`config.mk`:
```
export PLATFORM = sky130hd
export DESIGN_NAME = counter_sequencer
export DESIGN_NICKNAME = d
export VERILOG_FILES = /design/src/rtl/counter_sequencer.sv
export SDC_FILE = /design/constraint.sdc
export NUM_CORES = 1
export LEC_CHECK = 0
export BUFFER_PORTS_ARGS = -buffer_cell sky130_fd_sc_hd__buf_2
export CAP_MARGIN = 20
export CORE_MARGIN = 2
export CORE_UTILIZATION = 35
export CTS_CLUSTER_SIZE = 28
export DETAILED_ROUTE_END_ITERATION = 12
export HOLD_SLACK_MARGIN = 0.05
export PLACE_DENSITY = 0.6
export SLEW_MARGIN = 20
export SYNTH_ARGS = -nofsm -noshare
export SYNTH_HDL_FRONTEND = slang
export SYNTH_SLANG_ARGS = --single-unit
```
`constraint.sdc`:
```
create_clock -name clk -period 2.8 [get_ports clk]
set_input_delay 0.42 -clock clk [delete_from_list [all_inputs] [get_ports clk]]
set_output_delay 0.42 -clock clk [all_outputs]
set_load 0.05 [all_outputs]
```
`src/rtl/counter_sequencer.sv`:
```
// Command-driven up/down/bounce counter sequencer; count is valid the cycle after accept, pulses are registered.
// Commands are accepted only in IDLE (cmd_ready); commands offered while busy are dropped, not queued.
module counter_sequencer #(
    parameter int N = 8
) (
    input  logic         clk,
    input  logic         rst,
    input  logic         cmd_valid,
    output logic         cmd_ready,
    input  logic [N-1:0] cmd_start,
    input  logic [N-1:0] cmd_end,
    input  logic [1:0]   cmd_mode,
    input  logic         cmd_reload,
    input  logic         pause,
    input  logic         abort,
    output logic [N-1:0] count,
    output logic         dir,
    output logic         busy,
    output logic         tc_pulse,
    output logic         done_pulse
);

    typedef enum logic {
        IDLE = 1'b0,
        RUN  = 1'b1
    } state_t;

    localparam logic [1:0]   MODE_DOWN   = 2'b01;
    localparam logic [1:0]   MODE_BOUNCE = 2'b10;
    localparam logic [N-1:0] ONE         = {{(N-1){1'b0}}, 1'b1};

    state_t       state, state_nxt;
    logic [N-1:0] count_nxt;
    logic         dir_nxt;
    logic         tc_nxt, done_nxt;
    logic [N-1:0] start_q, start_nxt;
    logic [N-1:0] end_q, end_nxt;
    logic [1:0]   mode_q, mode_nxt;
    logic         reload_q, reload_nxt;

    logic         bounce;
    logic         terminal;
    logic [N-1:0] wrap_count;
    logic         wrap_dir;

    assign cmd_ready = (state == IDLE) && !rst;
    assign busy      = (state == RUN);

    always_comb begin
        state_nxt  = state;
        count_nxt  = count;
        dir_nxt    = dir;
        start_nxt  = start_q;
        end_nxt    = end_q;
        mode_nxt   = mode_q;
        reload_nxt = reload_q;
        tc_nxt     = 1'b0;
        done_nxt   = 1'b0;
        terminal   = 1'b0;
        wrap_count = start_q;
        wrap_dir   = dir;
        // A bounce with no room to travel degenerates to a held start value.
        bounce     = (mode_q == MODE_BOUNCE) && (start_q < end_q);

        case (state)
            IDLE: begin
                if (cmd_valid && cmd_ready) begin
                    start_nxt  = cmd_start;
                    end_nxt    = cmd_end;
                    mode_nxt   = cmd_mode;
                    reload_nxt = cmd_reload;
                    count_nxt  = cmd_start;
                    dir_nxt    = (cmd_mode != MODE_DOWN);
                    state_nxt  = RUN;
                end
            end
            RUN: begin
                if (abort) begin
                    state_nxt = IDLE;
                end else if (!pause) begin
                    if (bounce) begin
                        if (dir && count == end_q) begin
                            dir_nxt   = 1'b0;
                            count_nxt = end_q - ONE;
                        end else if (!dir && count == start_q) begin
                            terminal   = 1'b1;
                            wrap_count = start_q + ONE;
                            wrap_dir   = 1'b1;
                        end else begin
                            count_nxt = dir ? count + ONE : count - ONE;
                        end
                    end else if (mode_q == MODE_BOUNCE || count == end_q) begin
                        terminal = 1'b1;
                    end else if (mode_q == MODE_DOWN) begin
                        count_nxt = count - ONE;
                    end else begin
                        count_nxt = count + ONE;
                    end

                    if (terminal) begin
                        tc_nxt = 1'b1;
                        if (reload_q) begin
                            count_nxt = wrap_count;
                            dir_nxt   = wrap_dir;
                        end else begin
                            state_nxt = IDLE;
                            done_nxt  = 1'b1;
                        end
                    end
                end
            end
        endcase
    end

    always_ff @(posedge clk) begin
        if (rst) begin
            state      <= IDLE;
            count      <= '0;
            dir        <= 1'b1;
            tc_pulse   <= 1'b0;
            done_pulse <= 1'b0;
            start_q    <= '0;
            end_q      <= '0;
            mode_q     <= 2'b00;
            reload_q   <= 1'b0;
        end else begin
            state      <= state_nxt;
            count      <= count_nxt;
            dir        <= dir_nxt;
            tc_pulse   <= tc_nxt;
            done_pulse <= done_nxt;
            start_q    <= start_nxt;
            end_q      <= end_nxt;
            mode_q     <= mode_nxt;
            reload_q   <= reload_nxt;
        end
    end

endmodule

```
==> flow_metrics.tcl <==
set metrics [dict create \
    end_kind "register" \
    synth_cells 351 \
    ys_ff_latch 31 \
    pre_cts_slack_ps 96.9 \
    portBuffers 36 \
    slew_violations 0 \
    layoutNonFillerInstCount 492 \
    grt.total_usage_pct 20.1 \
    clock_skew_ps 5.19 \
    grt_pass1_wl_um 13200 \
    setup_viol 0 \
    start_kind "register" \
    crit_chain "inv_1, ha_1, a211o_1, a31oi_2, o41a_1, buf_4, nor2_1, mux2i_1, a31oi_1, a2111oi_2" \
    outcome "completed" \
    cp.arrival_ps 2820 \
    cts_sinks 31 \
    rsz0062_at_grt "false" \
    routed_via_density 5.60 \
    place_inst 484 \
    coreArea_sq_um 7250 \
    ys_seq_area_share_pct 23.6 \
    diodes 0 \
    dieHeight_um 90.6 \
    clk_latency_ps 280 \
    max_freq_mhz 380 \
    final_cell_area_sq_um 3080 \
    initial_core_util_pct 36.2 \
    drc 0 \
    leakagePower_nw 1.33 \
    async_flop_share_pct 0 \
    synth-edff-count 0 \
    route.detailed.wl_per_inst_um 16.6 \
    period_needed_ps 2630 \
    synth_top_cell_by_area "dfxtp_1" \
    synth_top_cell_area_share_pct 23.6 \
    antenna_found_initial 0 \
    place_area_sq_um 2970 \
    fin_nets 427 \
    critPathMaxStageDelay_ps 430 \
    row_count 31 \
    hold_path_class "in -> reg" \
    period_share_pct 94.1 \
    clk_pin_slew_worst_paths_ps 70 \
    critical_path_class "reg -> reg" \
    first_pass_iters 4 \
    yosysMostFrequentCell "nand2_1" \
    synth_common_cells "nand2_1 (58), dfxtp_1 (31), a21oi_1 (29)" \
    cts-htree-levels 2 \
    startpoint "end_q[2]" \
    relSlewSlack_pct 62.5 \
    hpwl_um 6380 \
    gp_congestion 0.935 \
    drive_above_1_share_pct 19.8 \
    ant_nets 0 \
    whs_ps 370 \
    layout_setup_ws_ps 166 \
    power.density_nw_per_um2 461 \
    synthTopCellsByArea "dfxtp_1 (24%), nand2_1 (8.3%), xor2_1 (7.3%)" \
    hold_viol 0 \
    min_from "cmd_end[0]" \
    grt_pass1_vias 2574 \
    drt_iter0_drc 186 \
    fp.dieW_um 90.6 \
    r2r-start "end_q[2]" \
    grt_max_degree 21 \
    syn_to_final_growth_pct 17.2 \
    post_cts_buffers 0 \
    tightest_slew_ps 560 \
    die-area_sq_um 8210 \
    cts_tree "done" \
    wirelength_um 8150 \
    crit_fanout 8 \
    power_mw 1.42 \
    cts_buffer_depth 2 \
    synthesis.area_sq_um 2630 \
    synth_flop_cell "dfxtp_1" \
    tns_ps 0 \
    yosys_warnings 0 \
    cts_root_buffer "clkbuf_8" \
    crit_required_ps 2980 \
    cap_violations 0 \
    io_pins 37 \
    overflow 0 \
    via_count 2757 \
    syn_avg_cell_area_sq_um 7.48 \
    ys_types 62 \
    critPathSlowestCell "dfxtp_1" \
    peakVddDrop_v 0.000256 \
    final_util_pct 42.4 \
    numCtsBuffers 5 \
    synth_nets 386 \
]
-- sequential cells by signal (all words and copies together) (netlist names) --
signal      count
mode_q          2
dir             1
tc_pulse        1
start_q         8
done_pulse      1
count           8
end_q           8
reload_q        1
busy            1
-- where the power goes --
| group | switching, mW | total [mW] | internal, mW | leakage (nW) |
|---|---|---|---|---|
| Clock | 0.177 | 0.350 | 0.174 | 0.0412 |
| Sequential | 0.0532 | 0.524 | 0.470 | 0.255 |
| Combinational | 0.333 | 0.545 | 0.212 | 1.04 |
-- critical path, delay by kind of cell (launching register included) --
kind,cells,cell delay [ps]
AOI/OAI and AO/OA,5,1260
DFF,1,430
adders and majority gates,1,310
buffers and inverters,2,290
muxes,1,200
and+or+nand+nor,1,50
-- cells by family (layout without fill, tap and decap cells) --
family,count (synthesis),in the layout,share of synthesized area [%]
simple gates,142,142,27.6
compound gates,89,89,23.8
xor+xnor,34,34,11.3
fa+ha+maj,11,11,5.24
buf+inv,40,82,6.81
flops,31,31,23.6
mux,4,4,1.62
-- per-layer routing --
metal / part of all wire [%] / vias to the layer above / wire length [um] / global-route usage, %
li1: - / 1346 / - / -
met4: 2.0 / 0 / 160 / 6.67
met2: 46 / 117 / 3770 / 33.4
met5: 0 / - / 0 / 0
met3: 6.2 / 11 / 509 / 3.84
met1: 45 / 1283 / 3710 / 26.1
-- final timing paths --
| check | end | cells after the start | slack, ps |
|---|---|---|---|
| setup reg to reg | count[4] | 10 | 170 |
| hold / removal | end_q[0] | 3 | 370 |
| setup / recovery | count[4] | 10 | 170 |
| hold reg to reg | mode_q[0] | 2 | 500 |
-- timing repair --
item | in CTS | in global routing
hold buffers | 0 | 0
resized for setup | 0 | 3
endpoints found under the setup margin | 0 | 5
-- final cells by class --
class,count,area (sq um)
Fill cell,748,4180
Multi-Input combinational cell,280,1850
Sequential cell,31,621
Timing Repair Buffer,57,338
Tap cell,99,124
Clock buffer,6,72.6
Inverter,17,63.8
Clock inverter,2,12.5
-- cell usage in the layout (no fill, tap or decap), drive strengths merged, types with 2 or more instances in the layout --
cell type | Yosys | final
or3 | 9 | 9
mux2 | 2 | 2
o211ai | 2 | 2
o22ai | 3 | 3
buf | 10 | 57
o41ai | 2 | 2
o21ai | 14 | 14
xor2 | 22 | 22
a2111oi | 3 | 3
or4 | 4 | 4
o21a | 2 | 2
a221oi | 4 | 4
a21oi | 29 | 29
and2 | 4 | 4
a31oi | 6 | 6
a41o | 3 | 3
clkbuf | 13 | 6
a21o | 2 | 2
a21boi | 3 | 3
dfxtp | 31 | 31
o31ai | 2 | 2
xnor2 | 12 | 12
nand2b | 4 | 4
a311oi | 2 | 2
nand2 | 58 | 58
nor4 | 8 | 8
nand4 | 6 | 6
nor2 | 19 | 19
mux2i | 2 | 2
nor3 | 7 | 7
and3 | 4 | 4
or3b | 2 | 2
ha | 11 | 11
nand3 | 9 | 9
inv | 17 | 17
nor3b | 3 | 3
nand3b | 2 | 2
o311ai | 2 | 2
No activity file was read; power rests on OpenSTA's default activity.
